--- src/rtl/gemm_mac_seq_ctrl_pkg.sv ---
// ============================================================================
//  Module   : gemm_ctrl_pkg
//  Brief    : Shared types and constants for the GEMM MAC sequencer
//  Revision : 1.0 - initial release
// ============================================================================
`default_nettype none

package gemm_ctrl_pkg;

  // Default width of the K beat count and the beat counter
  localparam int unsigned c_cnt_width = 16;

  // Sequencer states
  typedef enum logic [1:0] {
    IDLE   = 2'd0,
    ACC    = 2'd1,
    RESULT = 2'd2,
    CLR    = 2'd3
  } state_e;

endpackage

`default_nettype wire

--- src/rtl/gemm_mac_seq_ctrl_if.sv ---
// ============================================================================
//  Module   : gemm_mac_seq_ctrl_if
//  Brief    : Operand-stream and result handshakes of the MAC sequencer
//  Revision : 1.0 - initial release
// ============================================================================
`default_nettype none

interface gemm_mac_seq_ctrl_if;

  logic op_valid;   // A and B operand beats both present at PE inputs
  logic op_ready;   // sequencer accepts the operand beat
  logic res_valid;  // PE c_o holds the final job result
  logic res_ready;  // result consumer accepts

  // Operand producer / result consumer side
  modport master (
    output op_valid,
    output res_ready,
    input  op_ready,
    input  res_valid
  );

  // Sequencer side
  modport slave (
    input  op_valid,
    input  res_ready,
    output op_ready,
    output res_valid
  );

endinterface

`default_nettype wire

--- src/rtl/gemm_mac_seq_ctrl.sv ---
// ============================================================================
//  Module   : gemm_mac_seq_ctrl
//  Brief    : Runs one K-beat output-stationary MAC job per start, drives the
//             broadcast PE valid / init-save / clear controls and presents the
//             result through a valid/ready handshake.
//  Revision : 1.0 - initial release
// ============================================================================
`default_nettype none

module gemm_mac_seq_ctrl
  import gemm_ctrl_pkg::*;
#(
  parameter int unsigned CntWidth  = c_cnt_width,
  parameter bit          ClrOnDone = 1'b1
) (
  input  wire logic                clk_i,
  input  wire logic                rst_ni,
  input  wire logic                start_i,
  input  wire logic [CntWidth-1:0] k_beats_i,
  input  wire logic                abort_i,
  gemm_mac_seq_ctrl_if.slave       hs,
  output logic                     pe_valid_o,
  output logic                     pe_init_save_o,
  output logic                     pe_acc_clr_o,
  output logic                     busy_o,
  output logic                     done_o,
  output logic                     err_o,
  output logic [CntWidth-1:0]      beat_cnt_o
);

  localparam logic [CntWidth-1:0] c_one = {{(CntWidth-1){1'b0}}, 1'b1};

  state_e              r_state;
  state_e              w_state_next;
  logic [CntWidth-1:0] r_cnt;
  logic [CntWidth-1:0] r_k;
  logic                r_err;

  logic w_accept;
  logic w_last;
  logic w_start_ok;
  logic w_start_bad;
  logic w_handshake;

  // Decode beat acceptance, job start and result handshake
  always_comb begin
    w_accept    = (r_state == ACC) && hs.op_valid;
    w_last      = w_accept && (r_cnt == (r_k - c_one));
    w_start_ok  = (r_state == IDLE) && start_i && (k_beats_i != '0);
    w_start_bad = (r_state == IDLE) && start_i && (k_beats_i == '0);
    w_handshake = (r_state == RESULT) && hs.res_ready;
  end

  // Next-state selection; abort takes priority over normal progress
  always_comb begin
    w_state_next = r_state;
    case (r_state)
      IDLE: begin
        if (w_start_ok) w_state_next = ACC;
      end
      ACC: begin
        if (abort_i)     w_state_next = CLR;
        else if (w_last) w_state_next = RESULT;
      end
      RESULT: begin
        if (abort_i)          w_state_next = CLR;
        else if (w_handshake) w_state_next = ClrOnDone ? CLR : IDLE;
      end
      CLR:     w_state_next = IDLE;
      default: w_state_next = IDLE;
    endcase
  end

  // State, latched K, beat counter and registered error pulse
  always_ff @(posedge clk_i or negedge rst_ni) begin
    if (!rst_ni) begin
      r_state <= IDLE;
      r_cnt   <= '0;
      r_k     <= '0;
      r_err   <= 1'b0;
    end else begin
      r_state <= w_state_next;
      r_err   <= w_start_bad;
      if (w_start_ok) begin
        r_k   <= k_beats_i;
        r_cnt <= '0;
      end else if (w_accept) begin
        r_cnt <= r_cnt + c_one;
      end
    end
  end

  // Broadcast PE controls and status; beats in an abort cycle still reach the PE
  always_comb begin
    hs.op_ready    = (r_state == ACC);
    hs.res_valid   = (r_state == RESULT);
    pe_valid_o     = w_accept;
    pe_init_save_o = w_accept && (r_cnt == '0);
    pe_acc_clr_o   = (r_state == CLR);
    busy_o         = (r_state != IDLE);
    done_o         = w_handshake && !abort_i;
    err_o          = r_err;
    beat_cnt_o     = r_cnt;
  end

endmodule

`default_nettype wire

--- src/flat_wrapper.sv ---
// flat-port wrapper written by rule: the top's interface ports become plain ports
module gemm_mac_seq_ctrl_flat import gemm_ctrl_pkg::*;
#(
  parameter int unsigned CntWidth  = c_cnt_width,
  parameter bit          ClrOnDone = 1'b1
)
  (clk_i, rst_ni, start_i, k_beats_i, abort_i, pe_valid_o, pe_init_save_o, pe_acc_clr_o, busy_o, done_o, err_o, beat_cnt_o, hs_op_valid, hs_res_ready, hs_op_ready, hs_res_valid);
  gemm_mac_seq_ctrl_if hs_i ();
  input  wire logic clk_i;
  input  wire logic rst_ni;
  input  wire logic start_i;
  input  wire logic [CntWidth-1:0] k_beats_i;
  input  wire logic abort_i;
  output logic pe_valid_o;
  output logic pe_init_save_o;
  output logic pe_acc_clr_o;
  output logic busy_o;
  output logic done_o;
  output logic err_o;
  output logic [CntWidth-1:0] beat_cnt_o;
  input wire logic [$bits(hs_i.op_valid)-1:0] hs_op_valid;
  input wire logic [$bits(hs_i.res_ready)-1:0] hs_res_ready;
  output wire logic [$bits(hs_i.op_ready)-1:0] hs_op_ready;
  output wire logic [$bits(hs_i.res_valid)-1:0] hs_res_valid;
  assign hs_i.op_valid = hs_op_valid;
  assign hs_i.res_ready = hs_res_ready;
  assign hs_op_ready = hs_i.op_ready;
  assign hs_res_valid = hs_i.res_valid;
  gemm_mac_seq_ctrl #(.CntWidth(CntWidth), .ClrOnDone(ClrOnDone)) u_core (.clk_i(clk_i), .rst_ni(rst_ni), .start_i(start_i), .k_beats_i(k_beats_i), .abort_i(abort_i), .hs(hs_i), .pe_valid_o(pe_valid_o), .pe_init_save_o(pe_init_save_o), .pe_acc_clr_o(pe_acc_clr_o), .busy_o(busy_o), .done_o(done_o), .err_o(err_o), .beat_cnt_o(beat_cnt_o));
endmodule
--- config.mk ---
export PLATFORM = sky130hd
export DESIGN_NAME = gemm_mac_seq_ctrl_flat
export DESIGN_NICKNAME = d
export VERILOG_FILES = /design/src/rtl/gemm_mac_seq_ctrl_pkg.sv /design/src/rtl/gemm_mac_seq_ctrl_if.sv /design/src/rtl/gemm_mac_seq_ctrl.sv /design/src/flat_wrapper.sv
export SDC_FILE = /design/constraint.sdc
export NUM_CORES = 1
export LEC_CHECK = 0
export BUFFER_PORTS_ARGS = -buffer_cell sky130_fd_sc_hd__buf_2
export CAP_MARGIN = 30
export CELL_PAD_IN_SITES_DETAIL_PLACEMENT = 1
export CELL_PAD_IN_SITES_GLOBAL_PLACEMENT = 2
export CORE_MARGIN = 2
export CORE_UTILIZATION = 33
export CTS_BUF_LIST = sky130_fd_sc_hd__clkbuf_16
export DETAILED_ROUTE_END_ITERATION = 6
export GPL_TIMING_DRIVEN = 0
export PLACE_DENSITY_LB_ADDON = 0.1
export SYNTH_ARGS = -nofsm -noshare
export SYNTH_HDL_FRONTEND = slang
export SYNTH_SLANG_ARGS = --single-unit
--- constraint.sdc ---
create_clock -name clk_i -period 4.3 [get_ports clk_i]
set_clock_uncertainty 0.2 [all_clocks]
set_input_delay 0 -clock clk_i [delete_from_list [all_inputs] [get_ports clk_i]]
set_output_delay 0 -clock clk_i [all_outputs]
set_load 0.005 [all_outputs]
# After elaboration in Yosys (flattened, before gate mapping)
# Cells that the tools add are included.
[word_totals] register_bits=35 input_bits=22 out_inout_bits=24 word_cells=37
[op_classes] n_addsub=2 eq_ne=7 mux=8 reduce_logical=16
[ops] op="16-bit zero test" n=2
[ops] op="16-bit 2-to-1 mux" n=2
[ops] op="16-bit by 1-bit adder with 16-bit output, second input constant" n=1
[ops] op="16-bit == test" n=1
[ops] op="16-bit nonzero test" n=1
[ops] op="16-bit by 1-bit subtractor with 16-bit output, second input constant" n=1
[ops] op="2-bit 2-to-1 mux" n=5
[ops] op="1-bit logical AND" n=8
[ops] op="2-bit one-hot mux with 4 select lines" n=1
[ops] op="3-bit by 2-bit inequality test with 1-bit output, second input constant" n=2
[ops] op="2-bit == test, second input constant" n=2
[ops] op="2-bit nonzero test" n=2
[ops] op="3-bit AND reduction" n=1
[ops] op="2-bit by 1-bit == test with 1-bit output, second input constant" n=1
[ops] op="2-bit zero test" n=1
[ops] op="2-bit by 1-bit inequality test with 1-bit output, second input constant" n=1
[ops] op="1-bit zero test" n=1

# Depth between registers and ports, before layout
# Gate-level depths: netlist of the first run.
[depth] depth_word=6 mapped_depth=10 depth_no_buf=9

# Worst setup path after synthesis of the first run
# No wires, ideal clock.
[synth_timing] path_kind="reg2reg" start="register u_core.r_k[0]" end="register u_core.r_state[1]" setup_ns=0.128 arrival_ns=2.652 required_time_ns=3.972 slack_ns=1.320 path_stages_with_launch=11 n_path_buf=1 period_less_slack_ns=2.980 path_cell_list="dfrtp_1 > inv_1 > ha_1 > or4b_1 > clkbuf_1 > nor2_1 > mux2_2 > a2111oi_2 > nand4_1 > a21oi_1 > mux2_1"
[synth_via] elab_chain_len=5
[synth_lines] item="start: declaration" line_no="gemm_mac_seq_ctrl.sv:36" text="logic [CntWidth-1:0] r_k;"
[synth_lines] item="start signal: assignment" line_no="gemm_mac_seq_ctrl.sv:85" text="r_k <= k_beats_i;"
[synth_lines] item="16-bit by 1-bit subtractor with 16-bit output" line_no="gemm_mac_seq_ctrl.sv:48" text="w_last = w_accept && (r_cnt == (r_k - c_one));"
[synth_lines] item="16-bit == test" line_no="gemm_mac_seq_ctrl.sv:48"
[synth_lines] item="1-bit logical AND" line_no="gemm_mac_seq_ctrl.sv:48"
[synth_lines] item="3-bit by 2-bit inequality test with 1-bit output (no source line)"
[synth_lines] item="3-bit AND reduction (no source line)"
[synth_lines] item="end signal: assignment" line_no="gemm_mac_seq_ctrl.sv:82" text="r_state <= w_state_next;"
[synth_lines] item="end: declaration" line_no="gemm_mac_seq_ctrl.sv:33" text="state_e r_state;"
# No other way between the ends.
# A chain may end at the register's enable or synchronous reset.

# Worst setup path in the final report of the first run
# Ends and elaborated chain as after synthesis.

==> results of run 1 <==
## power by group
part | internal (mW) | switching, mW | total (mW)
sequential | 0.430 | 0.117 | 0.548
combinational | 0.343 | 0.418 | 0.761
clock | 0.206 | 0.127 | 0.333
## critical path, cell delays in order (launching register included)
cell       delay, ps
dfrtp_1          440
inv_1            120
ha_1             250
or4b_1           450
clkbuf_1         180
nor2_1           130
mux2_2           350
a2111oi_2        320
nand4_1          200
a21oi_1          270
mux2_1           340
## stage by stage
step	std cells	hold slack [ps]	instance area (sq um)	setup slack [ps]	power [mW]
after CTS	422	98.5	3000	897	1.66
after global placement	396	-48.4	2670	973	1.29
after floorplan	255	-496	2330	1320	1.08
after global routing	422	113	3000	609	1.78
final	422	91.9	3000	911	1.64
after detailed placement	396	-40.2	2670	910	1.30
## worst max path at each step
stage | from | to | slack [ps] | cells after the start
global route | u_core.r_k[0]$_DFFE_PN0P_ | u_core.r_state[1]$_DFFE_PN0P_ | 610 | 10
CTS | u_core.r_k[0]$_DFFE_PN0P_ | u_core.r_state[1]$_DFFE_PN0P_ | 900 | 10
finish | u_core.r_k[0]$_DFFE_PN0P_ | u_core.r_state[1]$_DFFE_PN0P_ | 910 | 10
detailed placement | u_core.r_k[0]$_DFFE_PN0P_ | u_core.r_state[1]$_DFFE_PN0P_ | 910 | 10
floorplan | u_core.r_k[0]$_DFFE_PN0P_ | u_core.r_state[1]$_DFFE_PN0P_ | 1320 | 10
global placement | u_core.r_k[0]$_DFFE_PN0P_ | u_core.r_state[1]$_DFFE_PN0P_ | 970 | 10
## final cells by class
cell class,count,area (sq um),area share [%]
multi-input cells,191,1340,44.5
well taps,96,120,4.00
repair buffers,65,425,14.2
flip-flops and latches,35,876,29.2
clock inverters,1,3.75,0.125
clock buffers,5,125,4.17
inverters,11,41.3,1.38
plain buffers,18,75.1,2.50
## layout by cell type (no fill, tap or decap), types with 12 or more instances in the layout
cell,count
nor2_1,29
dfrtp_1,35
inv_1,12
nor4_1,13
clkbuf_1,15
mux2_2,14
dlygate4sd3_1,20
xor2_1,17
nand2_1,20
buf_2,45
## sequential cells by signal, indices dropped and copies added (netlist names)
register           flops
u_core.err_o           1
u_core.beat_cnt_o     16
u_core.r_k            16
u_core.r_state         2
## logic make-up (layout without fill, tap and decap cells)
kind of cell / after synthesis / after routing / synth area share [%]
DFF: 35 / 35 / 37.6
AOI/OAI and AO/OA: 39 / 39 / 12.7
xor gates and xnor gates: 26 / 26 / 9.78
buffers and inverters: 29 / 100 / 5.00
adders and majority gates: 8 / 8 / 4.30
muxes: 16 / 16 / 7.68
and+or+nand+nor: 102 / 102 / 22.9
## routing by layer
metal	part of all wire [%]	GRT usage, %	vias to the layer above
met4	1.0	4.62	0
met2	48	32.9	36
li1	-	-	1050
met1	47	24.3	1079
met3	3.3	3.77	7
met5	0	0	-
## timing repair
action | CTS | global route
endpoints found under the hold margin | 53 | 0
hold buffers | 20 | 0
endpoints found under the setup margin | 0 | 0
gates resized for setup | 0 | 0
==> results.sh, run 1 <==
export IMPL_outcome="complete, no violations"
export IMPL_io_buffers=45
export IMPL_hpwlAfterDp_um=5040
export IMPL_drv_cap=0
export IMPL_path_clk_slew_ps=50
export IMPL_cp_max_fo=6
export IMPL_crit_path_end_kind="flip-flop"
export IMPL_clock_path_buffers=2
export IMPL_syn_area_per_cell_sq_um=9.13
export IMPL_core_sq_mm=0.00679
export IMPL_die_w_um=88
export IMPL_min_period_ps=3390
export IMPL_synth_commonest_cells="dfrtp_1 (35), nor2_1 (29), nand2_1 (20)"
export IMPL_drt_total_wl_um=6790
export IMPL_nets=357
export IMPL_synthTopCellsByArea="dfrtp_1 (38%), mux2_2 (6.8%), xor2_1 (6.4%)"
export IMPL_synth_cell_types=48
export IMPL_drive_above_1_share_pct=22.1
export IMPL_fin_crit_sh_pct=78.8
export IMPL_maxSlewHeadroom_pct=34.0
export IMPL_numCtsBuffers=5
export IMPL_rsz0062_at_grt="false"
export IMPL_ant_nets=0
export IMPL_maxSlewViolCount=0
export IMPL_wire_per_inst_um=16.1
export IMPL_clock_sinks=35
export IMPL_hold_path_endpoint="done_o"
export IMPL_leakagePower_nw=1.30
export IMPL_synthFlopType="dfrtp_1"
export IMPL_async_flop_share_pct=100
export IMPL_placementRows=30
export IMPL_antenna_found_initial=0
export IMPL_antenna_cells=0
export IMPL_overflow=0
export IMPL_via_count=2172
export IMPL_utilization_pct=44.2
export IMPL_postCtsSetupBuffers=0
export IMPL_drt_initial_drc_count=73
export IMPL_syn_area_sq_mm=0.00233
export IMPL_critPathArrivalTime_ps=3350
export IMPL_cp_required_ps=4260
export IMPL_dieArea_sq_mm=0.00774
export IMPL_io_pins=46
export IMPL_rrSetupSlack_ps=910
export IMPL_yosys_register_bits=35
export IMPL_powerDensity_mw_per_mm2=547
export IMPL_area_growth_pct=29.0
export IMPL_r2r_end="u_core.r_state[1]$_DFFE_PN0P_"
export IMPL_peakVddDrop_mv=0.220
export IMPL_hold_path_depth=4
export IMPL_setup_tns_ps=0
export IMPL_synth_edf_count=0
export IMPL_grt_max_degree=36
export IMPL_syn_inst=255
export IMPL_synthesis_nets=285
export IMPL_r2r_start="u_core.r_k[0]$_DFFE_PN0P_"
export IMPL_die_h_um=88
export IMPL_cts_tree="yes"
export IMPL_finalSetupViolations=0
export IMPL_post_drt_via_cell_ratio=5.15
export IMPL_yosysMostFrequentCell="dfrtp_1"
export IMPL_drc_errors=0
export IMPL_fill_cells=805
export IMPL_grt_pass1_vias=2188
export IMPL_cts_htree_levels=2
export IMPL_insertion_delay_ps=280
export IMPL_synth_top_cell_area_share_pct=37.6
export IMPL_clock_fmax_ghz=0.295
export IMPL_dr_pass1_iters=4
export IMPL_worstHoldStart="hs_res_ready"
export IMPL_grt_usage_pct=19.0
export IMPL_hold_violations=0
export IMPL_ff2ff_path_depth=10
export IMPL_grt_pass1_wl_um=11000
export IMPL_yosysSeqAreaShare_pct=37.6
export IMPL_start_util_pct=34.3
export IMPL_path_class="reg2reg"
export IMPL_gp_congestion=0.750
export IMPL_yosysTopAreaCell="dfrtp_1"
export IMPL_start_kind="flip-flop"
export IMPL_max_slew_worst_pin_slew_ps=980
export IMPL_cts_root_buf="clkbuf_16"
export IMPL_hold_path_class="in2out"
export IMPL_yosysWarnings=0
(Power assumes the default switching activity.)
==> run 2, diff against run 1 <==
Settings changed: CORE_UTILIZATION 33 to 30.
Clock period 4.3 ns to 2.9 ns, I/O delays scaled along.
==> run 2 against run 1 <==
Against the previous run:
- the flow now finishes with violations (negative setup slack)
- clock power increased by 78%
- critical endpoint unchanged
- flip-flop and latch count unchanged
- largest cell class unchanged
- routed wire length increased by 8.4%
- final cell count increased by 2.8%
- final area increased by 6.6%
==> results.sh, run 2 (same netlist as run 1, synthesis figures left out) <==
export IMPL_overflow=0
export IMPL_clock_fmax_ghz=0.333
export IMPL_cp_max_fo=4
export IMPL_hold_path_depth=4
export IMPL_stdcell_area_sq_mm=0.00320
export IMPL_io_pins=46
export IMPL_dpl_cell_area_sq_mm=0.00270
export IMPL_antenna_found_initial=0
export IMPL_maxSlewHeadroom_pct=41.9
export IMPL_clock_path_buffers=2
export IMPL_drc_errors=0
export IMPL_post_drt_via_cell_ratio=5.08
export IMPL_hold_violations=0
export IMPL_pwr_share_clk_pct=21.3
export IMPL_outcome="finished with violations"
export IMPL_cts_root_buf="clkbuf_16"
export IMPL_max_stage_delay_ps=530
export IMPL_start_kind="flip-flop"
export IMPL_ant_nets=0
export IMPL_grt_pass1_vias=2308
export IMPL_path_class="reg2reg"
export IMPL_setup_ws_ps=-107
export IMPL_antenna_cells=0
export IMPL_dieArea_sq_mm=0.00848
export IMPL_switching_share_pct=39.3
export IMPL_crit_path_end_kind="flip-flop"
export IMPL_ff2ff_path_depth=8
export IMPL_grt_pass1_wl_um=12000
export IMPL_rsz0062_at_grt="true"
export IMPL_max_slew_worst_pin_slew_ps=871
export IMPL_io_buffers=45
export IMPL_path_cells="buf_6 -> or4_4 -> or3_1 -> a211o_1 -> a2111oi_4 -> nand4_1 -> a21oi_2 -> mux2_4"
export IMPL_worstHoldStart="hs_op_valid"
export IMPL_drv_cap=0
export IMPL_timing_hold_ws_ps=86.8
export IMPL_drt_initial_drc_count=65
export IMPL_cts_htree_levels=2
export IMPL_die_h_um=92.1
export IMPL_clock_sinks=35
export IMPL_drive_above_1_share_pct=31.3
export IMPL_dr_pass1_iters=4
export IMPL_placementRows=32
export IMPL_grt_max_degree=36
export IMPL_layout_cells_most_common="buf_2"
export IMPL_insertion_delay_ps=270
export IMPL_fin_crit_sh_pct=104
export IMPL_hold_path_class="in2reg"
export IMPL_powerDensity_mw_per_mm2=870
export IMPL_die_w_um=92.1
export IMPL_r2r_start="u_core.r_k[1]$_DFFE_PN0P_"
export IMPL_power_internal_mw=1.69
export IMPL_area_growth_pct=37.5
export IMPL_via_count=2203
export IMPL_cp_required_ps=2860
export IMPL_numCtsBuffers=5
export IMPL_p_sw_mw=1.09
export IMPL_peakVddDrop_mv=0.320
export IMPL_hold_path_endpoint="u_core.beat_cnt_o[1]$_DFFE_PN0P_"
export IMPL_r2r_end="u_core.r_state[1]$_DFFE_PN0P_"
export IMPL_path_clk_slew_ps=50
export IMPL_power_frac_comb_pct=46.8
export IMPL_drt_total_wl_um=7360
export IMPL_nets=362
export IMPL_grt_usage_pct=18.0
export IMPL_cts_tree="yes"
export IMPL_gp_congestion=0.726
export IMPL_violations="negative setup slack"
export IMPL_hpwlAfterDp_um=5090
export IMPL_maxSlewViolCount=0
export IMPL_leakagePower_nw=1.38
export IMPL_setup_tns_ps=-107
export IMPL_place_ws_ps=-337
export IMPL_start_util_pct=30.6
export IMPL_finalSetupViolations=1
export IMPL_rrSetupSlack_ps=-110
export IMPL_power_frac_seq_pct=31.9
export IMPL_final_cell_mix="buf_2 (45), dfrtp_1 (31), nor2_1 (28)"
export IMPL_critPathArrivalTime_ps=2970
export IMPL_report_power_total_mw=2.78
export IMPL_cpMaxStageDelayCell="or4_4"
export IMPL_core_sq_mm=0.00761
export IMPL_min_period_ps=3010
export IMPL_wire_per_inst_um=17.0
==> run 2: cell count changes in the layout (fill, tap and decap cells not counted), sizes merged <==
cell	change
clkbuf	-4
buf	+9
bufinv	+1
==> run 2: metrics by stage <==
stage	std cells	util, %
6_report	434	42.1
5_1_grt	434	42.1
4_1_cts	436	42.0
3_5_place_dp	402	35.5
3_3_place_gp	402	35.5
2_1_floorplan	255	-
==> run 2: worst max path at each step <==
stage / start / endpoint / slack, ps
final: u_core.r_k[1]$_DFFE_PN0P_ / u_core.r_state[1]$_DFFE_PN0P_ / -110
after global routing: u_core.r_k[1]$_DFFE_PN0P_ / u_core.r_state[1]$_DFFE_PN0P_ / -210
after CTS: u_core.r_k[0]$_DFFE_PN0P_ / u_core.r_state[1]$_DFFE_PN0P_ / -150
after detailed placement: u_core.r_k[1]$_DFFE_PN0P_ / u_core.r_state[1]$_DFFE_PN0P_ / -340
after global placement: u_core.r_k[1]$_DFFE_PN0P_ / u_core.r_state[1]$_DFFE_PN0P_ / -350
after floorplan: u_core.r_k[1]$_DFFE_PN0P_ / u_core.r_state[1]$_DFFE_PN0P_ / 8
==> run 2: repair_timing <==
item | in CTS | in global routing
hold buffers | 20 | 0
gates resized for setup | 17 | 7
endpoints found under the setup margin | 5 | 14
buffers inserted | 11 | 0
hold endpoints to repair | 53 | 0
pin swaps | 8 | 5
==> run 2: routing by layer <==
metal	vias to the layer above	wire, um	GRT usage, %
met5	-	0	0
met4	0	63	3.86
met3	7	194	3.20
met2	29	3520	29.5
met1	1107	3590	24.9
li1	1060	-	-
==> run 2: cell type report <==
class | instances | area (sq um)
timing repair buffer | 76 | 515
sequential | 35 | 881
buffer | 12 | 53.8
multi-input combinational | 191 | 1420
clock buffer | 5 | 125
clock inverter | 2 | 33.8
inverter | 11 | 41.3
tap | 102 | 128
fill | 888 | 4410
==> run 2: worst max-delay path, delay by kind of cell, from the launching register on <==
kind / cells / cell delay [ps]
simple gates: 3 / 1070
compound gates: 3 / 760
flops: 1 / 400
mux: 1 / 320
buf+inv: 1 / 130
==> run 2: power groups by stage <==
stage	Clock, mW	Combinational [mW]	Sequential, mW
6_report	0.594	1.30	0.888
4_1_cts	0.612	1.31	0.863
5_1_grt	0.629	1.43	0.919
3_5_place_dp	0	1.14	0.834
2_1_floorplan	0	0.849	0.772
3_3_place_gp	0	1.13	0.827
